**src/rtl/i2s_audio_tx_if.sv**
```systemverilog
// Audio sample input and I2S pin bundle for i2s_audio_tx.
// The master side is the transmitter: it takes samples in and drives the pins.
interface i2s_audio_tx_if;
    logic [15:0] left_chan;
    logic [15:0] right_chan;
    logic        sample_ack;
    logic        I2S_BCK;
    logic        I2S_LRCK;
    logic        I2S_DATA;

    modport master (
        input  left_chan,
        input  right_chan,
        output sample_ack,
        output I2S_BCK,
        output I2S_LRCK,
        output I2S_DATA
    );

    modport slave (
        output left_chan,
        output right_chan,
        input  sample_ack,
        input  I2S_BCK,
        input  I2S_LRCK,
        input  I2S_DATA
    );
endinterface

```
**src/rtl/i2s_audio_tx.sv**
```systemverilog
// Philips I2S stereo transmitter: 16-bit samples in 32-bit slots, 64*fs bit clock
// derived from clk_sys by a phase accumulator with exact long-run average.
module i2s_audio_tx #(
    parameter int unsigned CLK_RATE    = 50_000_000,
    parameter int unsigned SAMPLE_RATE = 48_000
) (
    input logic            clk_sys,
    input logic            reset_n,
    i2s_audio_tx_if.master aud_io
);

    localparam logic [31:0] Step    = 32'(SAMPLE_RATE * 128);
    localparam logic [31:0] ClkRate = 32'(CLK_RATE);

    if (SAMPLE_RATE * 128 > CLK_RATE) begin : g_rate_check
        $error("i2s_audio_tx: SAMPLE_RATE*128 must not exceed CLK_RATE");
    end

    logic [31:0] acc_q, acc_d;
    logic        bck_q, bck_d;
    logic [5:0]  cnt_q, cnt_d;
    logic        lrck_q, lrck_d;
    logic        data_q, data_d;
    logic [15:0] hold_l_q, hold_l_d;
    logic [15:0] hold_r_q, hold_r_d;
    logic        ack_q, ack_d;

    logic [31:0] acc_sum;
    logic        tick;
    logic        fall_tick;
    logic        wrap;
    logic [5:0]  cnt_inc;
    logic [4:0]  slot_pos;
    logic [3:0]  bit_idx;
    logic [15:0] slot_word;
    logic        slot_bit;

    // acc < CLK_RATE < 2^31 and Step <= CLK_RATE, so the sum cannot overflow 32 bits.
    assign acc_sum   = acc_q + Step;
    assign tick      = (acc_sum >= ClkRate);
    assign fall_tick = tick & bck_q;
    assign cnt_inc   = cnt_q + 6'd1;
    assign wrap      = fall_tick && (cnt_q == 6'd63);

    // Slot bit for the count about to be entered; position 0 is the one-BCK I2S delay.
    always_comb begin
        slot_pos  = cnt_inc[4:0];
        bit_idx   = 4'(5'd16 - slot_pos);
        slot_word = cnt_inc[5] ? hold_r_q : hold_l_q;
        slot_bit  = 1'b0;
        if ((slot_pos != 5'd0) && (slot_pos <= 5'd16)) begin
            slot_bit = slot_word[bit_idx];
        end
    end

    always_comb begin
        acc_d    = tick ? (acc_sum - ClkRate) : acc_sum;
        bck_d    = bck_q ^ tick;
        cnt_d    = cnt_q;
        lrck_d   = lrck_q;
        data_d   = data_q;
        hold_l_d = hold_l_q;
        hold_r_d = hold_r_q;
        ack_d    = wrap;
        if (fall_tick) begin
            cnt_d  = cnt_inc;
            lrck_d = cnt_inc[5];
            data_d = slot_bit;
        end
        if (wrap) begin
            hold_l_d = aud_io.left_chan;
            hold_r_d = aud_io.right_chan;
        end
    end

    always_ff @(posedge clk_sys) begin
        if (!reset_n) begin
            acc_q    <= '0;
            bck_q    <= 1'b0;
            cnt_q    <= '0;
            lrck_q   <= 1'b0;
            data_q   <= 1'b0;
            hold_l_q <= '0;
            hold_r_q <= '0;
            ack_q    <= 1'b0;
        end else begin
            acc_q    <= acc_d;
            bck_q    <= bck_d;
            cnt_q    <= cnt_d;
            lrck_q   <= lrck_d;
            data_q   <= data_d;
            hold_l_q <= hold_l_d;
            hold_r_q <= hold_r_d;
            ack_q    <= ack_d;
        end
    end

    assign aud_io.sample_ack = ack_q;
    assign aud_io.I2S_BCK    = bck_q;
    assign aud_io.I2S_LRCK   = lrck_q;
    assign aud_io.I2S_DATA   = data_q;

endmodule

```
**src/flat_wrapper.sv**
```systemverilog
// flat-port wrapper written by rule: the top's interface ports become plain ports
module i2s_audio_tx_flat 
#(
    parameter int unsigned CLK_RATE    = 50_000_000,
    parameter int unsigned SAMPLE_RATE = 48_000
)
  (clk_sys, reset_n, aud_io_left_chan, aud_io_right_chan, aud_io_sample_ack, aud_io_I2S_BCK, aud_io_I2S_LRCK, aud_io_I2S_DATA);
  i2s_audio_tx_if aud_io_i ();
  input logic clk_sys;
  input logic reset_n;
  input wire logic [$bits(aud_io_i.left_chan)-1:0] aud_io_left_chan;
  input wire logic [$bits(aud_io_i.right_chan)-1:0] aud_io_right_chan;
  output wire logic [$bits(aud_io_i.sample_ack)-1:0] aud_io_sample_ack;
  output wire logic [$bits(aud_io_i.I2S_BCK)-1:0] aud_io_I2S_BCK;
  output wire logic [$bits(aud_io_i.I2S_LRCK)-1:0] aud_io_I2S_LRCK;
  output wire logic [$bits(aud_io_i.I2S_DATA)-1:0] aud_io_I2S_DATA;
  assign aud_io_i.left_chan = aud_io_left_chan;
  assign aud_io_i.right_chan = aud_io_right_chan;
  assign aud_io_sample_ack = aud_io_i.sample_ack;
  assign aud_io_I2S_BCK = aud_io_i.I2S_BCK;
  assign aud_io_I2S_LRCK = aud_io_i.I2S_LRCK;
  assign aud_io_I2S_DATA = aud_io_i.I2S_DATA;
  i2s_audio_tx #(.CLK_RATE(CLK_RATE), .SAMPLE_RATE(SAMPLE_RATE)) u_core (.clk_sys(clk_sys), .reset_n(reset_n), .aud_io(aud_io_i));
endmodule
```
**config.mk**
```make
export PLATFORM = sky130hd
export DESIGN_NAME = i2s_audio_tx_flat
export DESIGN_NICKNAME = d
export VERILOG_FILES = /design/src/rtl/i2s_audio_tx_if.sv /design/src/rtl/i2s_audio_tx.sv /design/src/flat_wrapper.sv
export SDC_FILE = /design/constraint.sdc
export NUM_CORES = 1
export LEC_CHECK = 0
export BUFFER_PORTS_ARGS = -buffer_cell sky130_fd_sc_hd__buf_2
export CORE_MARGIN = 5
export CORE_UTILIZATION = 53
export DETAILED_ROUTE_END_ITERATION = 10
export PLACE_DENSITY = 0.73
export SETUP_SLACK_MARGIN = 0.4
export SYNTH_ARGS = -nofsm -noshare
export SYNTH_HDL_FRONTEND = slang
export SYNTH_SLANG_ARGS = --single-unit
```
**constraint.sdc**
```tcl
create_clock -name clk_sys -period 4.6 [get_ports clk_sys]
set_clock_uncertainty 0.15 [all_clocks]
set_input_delay 0.92 -clock clk_sys [delete_from_list [all_inputs] [get_ports clk_sys]]
set_output_delay 0.92 -clock clk_sys [all_outputs]
set_load 0.005 [all_outputs]
```
==> reports/qor.yml, run 1 <==
vias: 3564
drt_first_pass_iters: 4
cts_root_buffer: "clkbuf_8"
r2r_slack_ns: 0.70
leakagePower_nw: 1.614
ys_seq_area_share_pct: 34.71
antenna_found_initial: 0
route.detailed.drc: 0
fill_cells: 649
synth_seq_cells: 66
fmax_mhz: 256.4
layout_setup_ws_ns: 0.6999
arrival_ns: 4.04
vdd_drop_max_v: 0.0002533
clkTransAtPathRegs_ns: 0.08
core_sq_um: 6907
synthArstFlopShare_pct: 0
dpl.hpwl_mm: 6.119
synth.cell_area_sq_um: 3806
ioPinCount: 38
hp-class: "reg2reg"
h-tree-depth: 3
synth_fp_nets: 518
synthAdderAreaFrac_pct: 1.315
criticalPathCategory: "reg2reg"
final_common_cell: "dfxtp_1"
cts_tree: "done"
grt_usage_pct: 21.11
dpl.cell_count: 583
p_per_area_nw_per_um2: 602.6
synth-simple-area-share_pct: 27.65
min_period_over_period_pct: 84.79
die_w_um: 94.75
fin_cells: 599
worstPathRequired_ns: 4.74
drt_wl_total_mm: 8.875
gr-total-overflow: 0
finalSetupTns_ns: 0
rows: 30
synth_top_family_by_area: "simple AND/OR/NAND/NOR gates"
synth_compound_area_share_pct: 21.83
status: "completed"
yosys_most_used_dff: "dfxtp_1"
final_cell_mix: "dfxtp_1, nand2_1, nand3_1"
fp.dieH_um: 94.75
worstReg2RegEnd: "u_core.acc_q[10]"
grt_start_max_net_pins: 66
gp_congestion: 0.8841
slowest_stage: "dfxtp_1"
maxCapViolCount: 0
min-delay-start: "u_core.hold_l_q[9]"
grt_pass1_wl_mm: 15.15
layout-drive-gt1-share_pct: 14.71
clockBufferDepth: 2
nets: 536
cts_buffers: 9
finalHoldViolCount: 0
worst_slew_pin_slew_ns: 0.8872
diodes: 0
muxShareOfSynthArea_pct: 4.241
dieArea_sq_um: 8977
grt_pass1_vias: 3297
min_period_ns: 3.900
ys_types: 61
reg2regPathDepth: 11
ant_nets: 0
stdcell_area_sq_um: 4230
fin_util_pct: 61.25
post-place-ws_ns: 0.6088
syn_avg_cell_area_sq_um: 7.929
postSynthCellCount: 480
synth_warnings: 0
initialDrtViolationCount: 275
slew_viol_final: 0
area_growth_pct: 11.14
cts_sinks: 66
crit_chain: "inv_1 -> ha_1 -> nor2b_2 -> o21ai_0 -> a21boi_0 -> or3_1 -> nor4b_2 -> buf_4 -> nor3_4 -> or4b_1 -> a21oi_1"
slew_headroom_pct: 40.43
insertion_delay_ns: 0.35
r2r_start: "u_core.acc_q[14]"
start_kind: "flop"
setup_viol: 0
viasPerCell: 5.950
synth-xor-area-share_pct: 5.062
port_buffers: 37
endpoint_kind: "flop"
min_to: "u_core.hold_l_q[9]"
cp_max_fo: 18
rsz0062_at_grt: "no"
crit_buf_inv: 2
placed_cell_area_sq_um: 4016
synth-edff-count: 0
wl_per_cell_um: 14.82
cpLargestDelayFamily: "simple AND/OR/NAND/NOR gates"
cpPeakStageDelay_ns: 0.58
cts_setup_buffers: 0
min_path_cells: 2
start_util_pct: 55.11
==> power breakdown <==
group	total, mW	switching, mW	internal (mW)
Sequential	0.845	0.161	0.684
Clock	0.517	0.256	0.261
Combinational	1.19	0.704	0.484
==> layout make-up <==
cell class                 instances  area, sq um  share of cell area, %
multi-input combinational        368         2313                  54.69
inverter                          10        37.54                 0.8873
sequential                        66         1321                  31.23
clock buffer                       9        123.9                  2.928
timing repair buffer              43        230.2                  5.442
tap                               96        120.1                  2.839
clock inverter                     7        83.83                  1.982
==> registers in the layout, indices dropped and copies added (netlist names) <==
register and flops:
u_core.cnt_q 5, u_core.acc_q 25, u_core.aud_io.sample_ack 1, u_core.aud_io.I2S_BCK 1, u_core.aud_io.I2S_LRCK 1, u_core.hold_l_q 16, u_core.hold_r_q 16, u_core.aud_io.I2S_DATA 1
==> kinds of logic (layout without fill, tap and decap cells) <==
group / after synthesis / in the layout
AOI/OAI and AO/OA: 121 / 121
DFF: 66 / 66
adders and majority gates: 4 / 4
muxes: 16 / 16
buffers and inverters: 46 / 69
xor gates and xnor gates: 22 / 22
and+or+nand+nor: 205 / 205
==> worst max path at each step <==
| stage | from | end | slack, ns | depth (start not counted) |
|---|---|---|---|---|
| 2_1_floorplan | u_core.acc_q[14] | u_core.acc_q[9] | 1.25 | 14 |
| 3_3_place_gp | u_core.acc_q[14] | u_core.acc_q[10] | 0.78 | 10 |
| 3_5_place_dp | u_core.acc_q[14] | u_core.acc_q[10] | 0.61 | 10 |
| 4_1_cts | u_core.acc_q[14] | u_core.acc_q[10] | 0.58 | 10 |
| 5_1_grt | u_core.acc_q[14] | u_core.acc_q[10] | 0.48 | 11 |
| 6_report | u_core.acc_q[14] | u_core.acc_q[10] | 0.70 | 11 |
==> Yosys cell counts (all sizes together) (5+ instances only) <==
| master | instances | area (sq um) |
|---|---|---|
| clkbuf | 21 | 78.83 |
| nand3 | 44 | 220.2 |
| a21oi | 14 | 70.07 |
| mux2i | 15 | 150.1 |
| buf | 15 | 81.32 |
| nand4 | 9 | 56.30 |
| nor2b | 5 | 33.78 |
| o311ai | 5 | 43.80 |
| or3 | 6 | 37.54 |
| xor2 | 9 | 78.83 |
| and3 | 7 | 43.79 |
| xnor2 | 13 | 113.9 |
| nand2 | 57 | 214.0 |
| and2 | 8 | 50.05 |
| o22ai | 5 | 31.28 |
| o41ai | 5 | 62.56 |
| o31ai | 10 | 93.84 |
| inv | 9 | 33.78 |
| nor3b | 5 | 37.54 |
| dfxtp | 66 | 1321 |
| o21ai | 45 | 225.2 |
| nor2 | 26 | 97.59 |
| nor3 | 18 | 100.1 |
| a211oi | 5 | 37.54 |
| a211o | 5 | 43.79 |
==> tightest hold or removal path, stage by stage, from the launching register on <==
cell and delay, ns:
dfxtp_1 0.32, nand3_1 0.06, o21ai_1 0.05
==> stage by stage <==
stage	total power, mW	hold slack, ns
6_report	2.549	0.3127
5_1_grt	2.745	0.3450
4_1_cts	2.536	0.3162
3_5_place_dp	2.003	0.3051
3_3_place_gp	1.976	0.2971
2_1_floorplan	1.765	0.2832
==> routing by layer <==
layer  track usage, %  part of all wire [%]
met1            31.29                    50
met2            30.18                    43
met3            3.745                   4.8
met4            8.053                   1.4
met5                0                     0
==> timing repair <==
item | 4_1_cts | 5_1_grt
hold buffers | 0 | 0
gates resized for setup | 0 | 1
setup endpoints to repair | 0 | 4
No activity file was read; power rests on OpenSTA's default activity.
==> run 2: changes to the inputs <==
Clock period 4.6 ns to 4 ns, I/O delays scaled along.
==> run 2 against run 1 <==
  * Hold slack better by 0.0089 ns
  * Final cell count is 2.3% higher
  * Via count is 3.6% higher
  * Non-clock buffer count is 13 higher
  * First-iteration DRC count is 9.8% lower
  * Critical path depth is 1 higher
  * Highest routed layer unchanged
  * Wire length is 8.5% higher
  * Combinational power is 26% higher
  * Design area is 3.7% higher
  * Sequential share of layout area is 1.1 points lower
  * Worst setup slack worse by 0.074 ns
==> reports/qor.yml, run 2 (synthesis gave the netlist of run 1 again) <==
final_common_cell: "dfxtp_1"
viasPerCell: 6.023  # +1.2%
worstReg2RegEnd: "u_core.acc_q[20]"
cts_sinks: 66  # unchanged
min_period_over_period_pct: 84.35  # -0.43 points
cts_root_buffer: "clkbuf_8"
largest_registers: "u_core.acc_q x25, u_core.hold_l_q x16, u_core.hold_r_q x16"
slew_viol_final: 0  # unchanged
grt_usage_pct: 22.39  # +1.3 points
ant_nets: 0  # unchanged
endpoint_kind: "flop"
antenna_found_initial: 0  # unchanged
grt_pass1_wl_mm: 15.93  # +5.1%
vdd_drop_max_v: 0.0004411  # +74%
cp_max_fo: 12  # -6
rsz0062_at_grt: "no"
finalSetupTns_ns: 0  # unchanged
gp_congestion: 0.8755  # -0.97%
worst_slew_pin_slew_ns: 0.9106  # +0.02341 ns
grt_pass1_vias: 3359  # +1.9%
worstPathRequired_ns: 4.11  # -0.63 ns
ioPinCount: 38  # unchanged
dieArea_sq_um: 8977  # unchanged
port_buffers: 37  # unchanged
initialDrtViolationCount: 248  # -9.8%
slew_headroom_pct: 38.86  # -1.6 points
finalHoldViolCount: 0  # unchanged
setup_viol: 0  # unchanged
fmax_mhz: 296.4  # +16%
wl_per_cell_um: 15.71  # +6.0%
criticalPathCategory: "reg2reg"
hp-class: "reg2reg"
drt_wl_total_mm: 9.629  # +8.5%
drt_first_pass_iters: 5  # +1
endpoint: "u_core.acc_q[20]"
largest_register_ffs: 25  # unchanged
maxCapViolCount: 0  # unchanged
clockBufferDepth: 2  # unchanged
largest-register: "u_core.acc_q"
final_cell_mix: "dfxtp_1, nand2_1, nand3_1"
p_per_area_nw_per_um2: 686.7  # +14%
leakagePower_nw: 1.689  # +4.6%
dpl.cell_count: 590  # +1.2%
start_kind: "flop"
insertion_delay_ns: 0.36  # about the same
cts_tree: "done"
start_util_pct: 55.11  # unchanged
cts_buffers: 9  # unchanged
diodes: 0  # unchanged
grt_start_max_net_pins: 84  # +27%
fp.dieH_um: 94.75  # unchanged
reg2regPathDepth: 12  # +1
status: "completed"
arrival_ns: 3.49  # -0.55 ns
h-tree-depth: 3  # unchanged
postCtsHoldBufs: 0  # unchanged
min_period_ns: 3.374  # -0.5261 ns
nets: 550  # +2.6%
fin_cells: 613  # +2.3%
route.detailed.drc: 0  # unchanged
layout-drive-gt1-share_pct: 18.18  # +3.5 points
gr-total-overflow: 0  # unchanged
core_sq_um: 6907  # unchanged
r2r_slack_ns: 0.63  # -0.07 ns
rows: 30  # unchanged
area_growth_pct: 15.29
startpoint: "u_core.acc_q[15]"
clkTransAtPathRegs_ns: 0.08  # about the same
r2r_start: "u_core.acc_q[15]"
vias: 3692  # +3.6%
die_w_um: 94.75  # unchanged
dpl.hpwl_mm: 6.535  # +6.8%
==> run 2: cell count changes in the layout (fill, tap and decap cells not counted), moves of 2 or more <==
cell,before,now
buf_12,0,2
buf_4,6,17
o2111ai_1,4,2
o2111ai_2,0,2
==> run 2: final cells by class <==
cell class	count	area [sq um]
clock buffers	9	123.9
repair buffers	56	352.8
multi-input cells	369	2370
inverters	10	37.54
fillers	626	2519
well taps	96	120.1
clock inverters	7	61.31
flip-flops and latches	66	1323
==> run 2: critical path, stage by stage (launching register included) <==
cell	delay, ns
dfxtp_2	0.41
inv_1	0.06
ha_1	0.24
nor2b_2	0.22
a211o_1	0.32
a22oi_1	0.32
nand2_1	0.21
nor4b_4	0.18
buf_4	0.19
or3_1	0.41
buf_4	0.20
and4_1	0.18
nor3_1	0.19
==> run 2: power breakdown <==
part | internal [mW] | total, mW | switching (mW) | leakage [nW]
combinational | 0.635 | 1.50 | 0.869 | 1.06
sequential | 0.787 | 0.975 | 0.188 | 0.539
clock | 0.235 | 0.535 | 0.300 | 0.0884
total | 1.66 | 3.01 | 1.36 | 1.69
==> run 2: routing by layer <==
metal	track usage, %	wire, um	up-vias
met5	0	0	-
met2	33.65	4235	101
met4	6.370	165	0
met1	31.70	4735	1746
met3	5.657	491	18
li1	-	-	1827
==> run 2: repair_timing <==
action	4_1_cts	5_1_grt
resized for setup	1	9
pin swaps	3	1
setup buffers	3	3
gates cloned	1	0
endpoints found under the setup margin	27	62
==> run 2: how the worst min path moves through the flow <==
stage | startpoint | to | cells past startpoint
2_1_floorplan | u_core.hold_l_q[12] | u_core.hold_l_q[12] | 2
3_5_place_dp | u_core.hold_r_q[0] | u_core.hold_r_q[0] | 2
4_1_cts | u_core.hold_r_q[0] | u_core.hold_r_q[0] | 2
3_3_place_gp | u_core.hold_l_q[11] | u_core.hold_l_q[11] | 2
6_report | u_core.hold_l_q[11] | u_core.hold_l_q[11] | 2
5_1_grt | u_core.hold_r_q[12] | u_core.hold_r_q[12] | 2
==> run 2: stage by stage <==
| stage | util [%] | hold slack [ns] | power (mW) | worst slack (ns) | cell area (sq um) |
|---|---|---|---|---|---|
| floorplan | - | 0.2832 | 2.030 | 0.6485 | 3806 |
| global placement | 59.09 | 0.2951 | 2.333 | 0.2724 | 4081 |
| detailed placement | 59.09 | 0.3081 | 2.378 | 0.2160 | 4081 |
| CTS | 62.41 | 0.3229 | 2.956 | 0.3472 | 4310 |
| global route | 63.53 | 0.3488 | 3.235 | 0.4073 | 4388 |
| finish | 63.53 | 0.3216 | 3.013 | 0.6260 | 4388 |
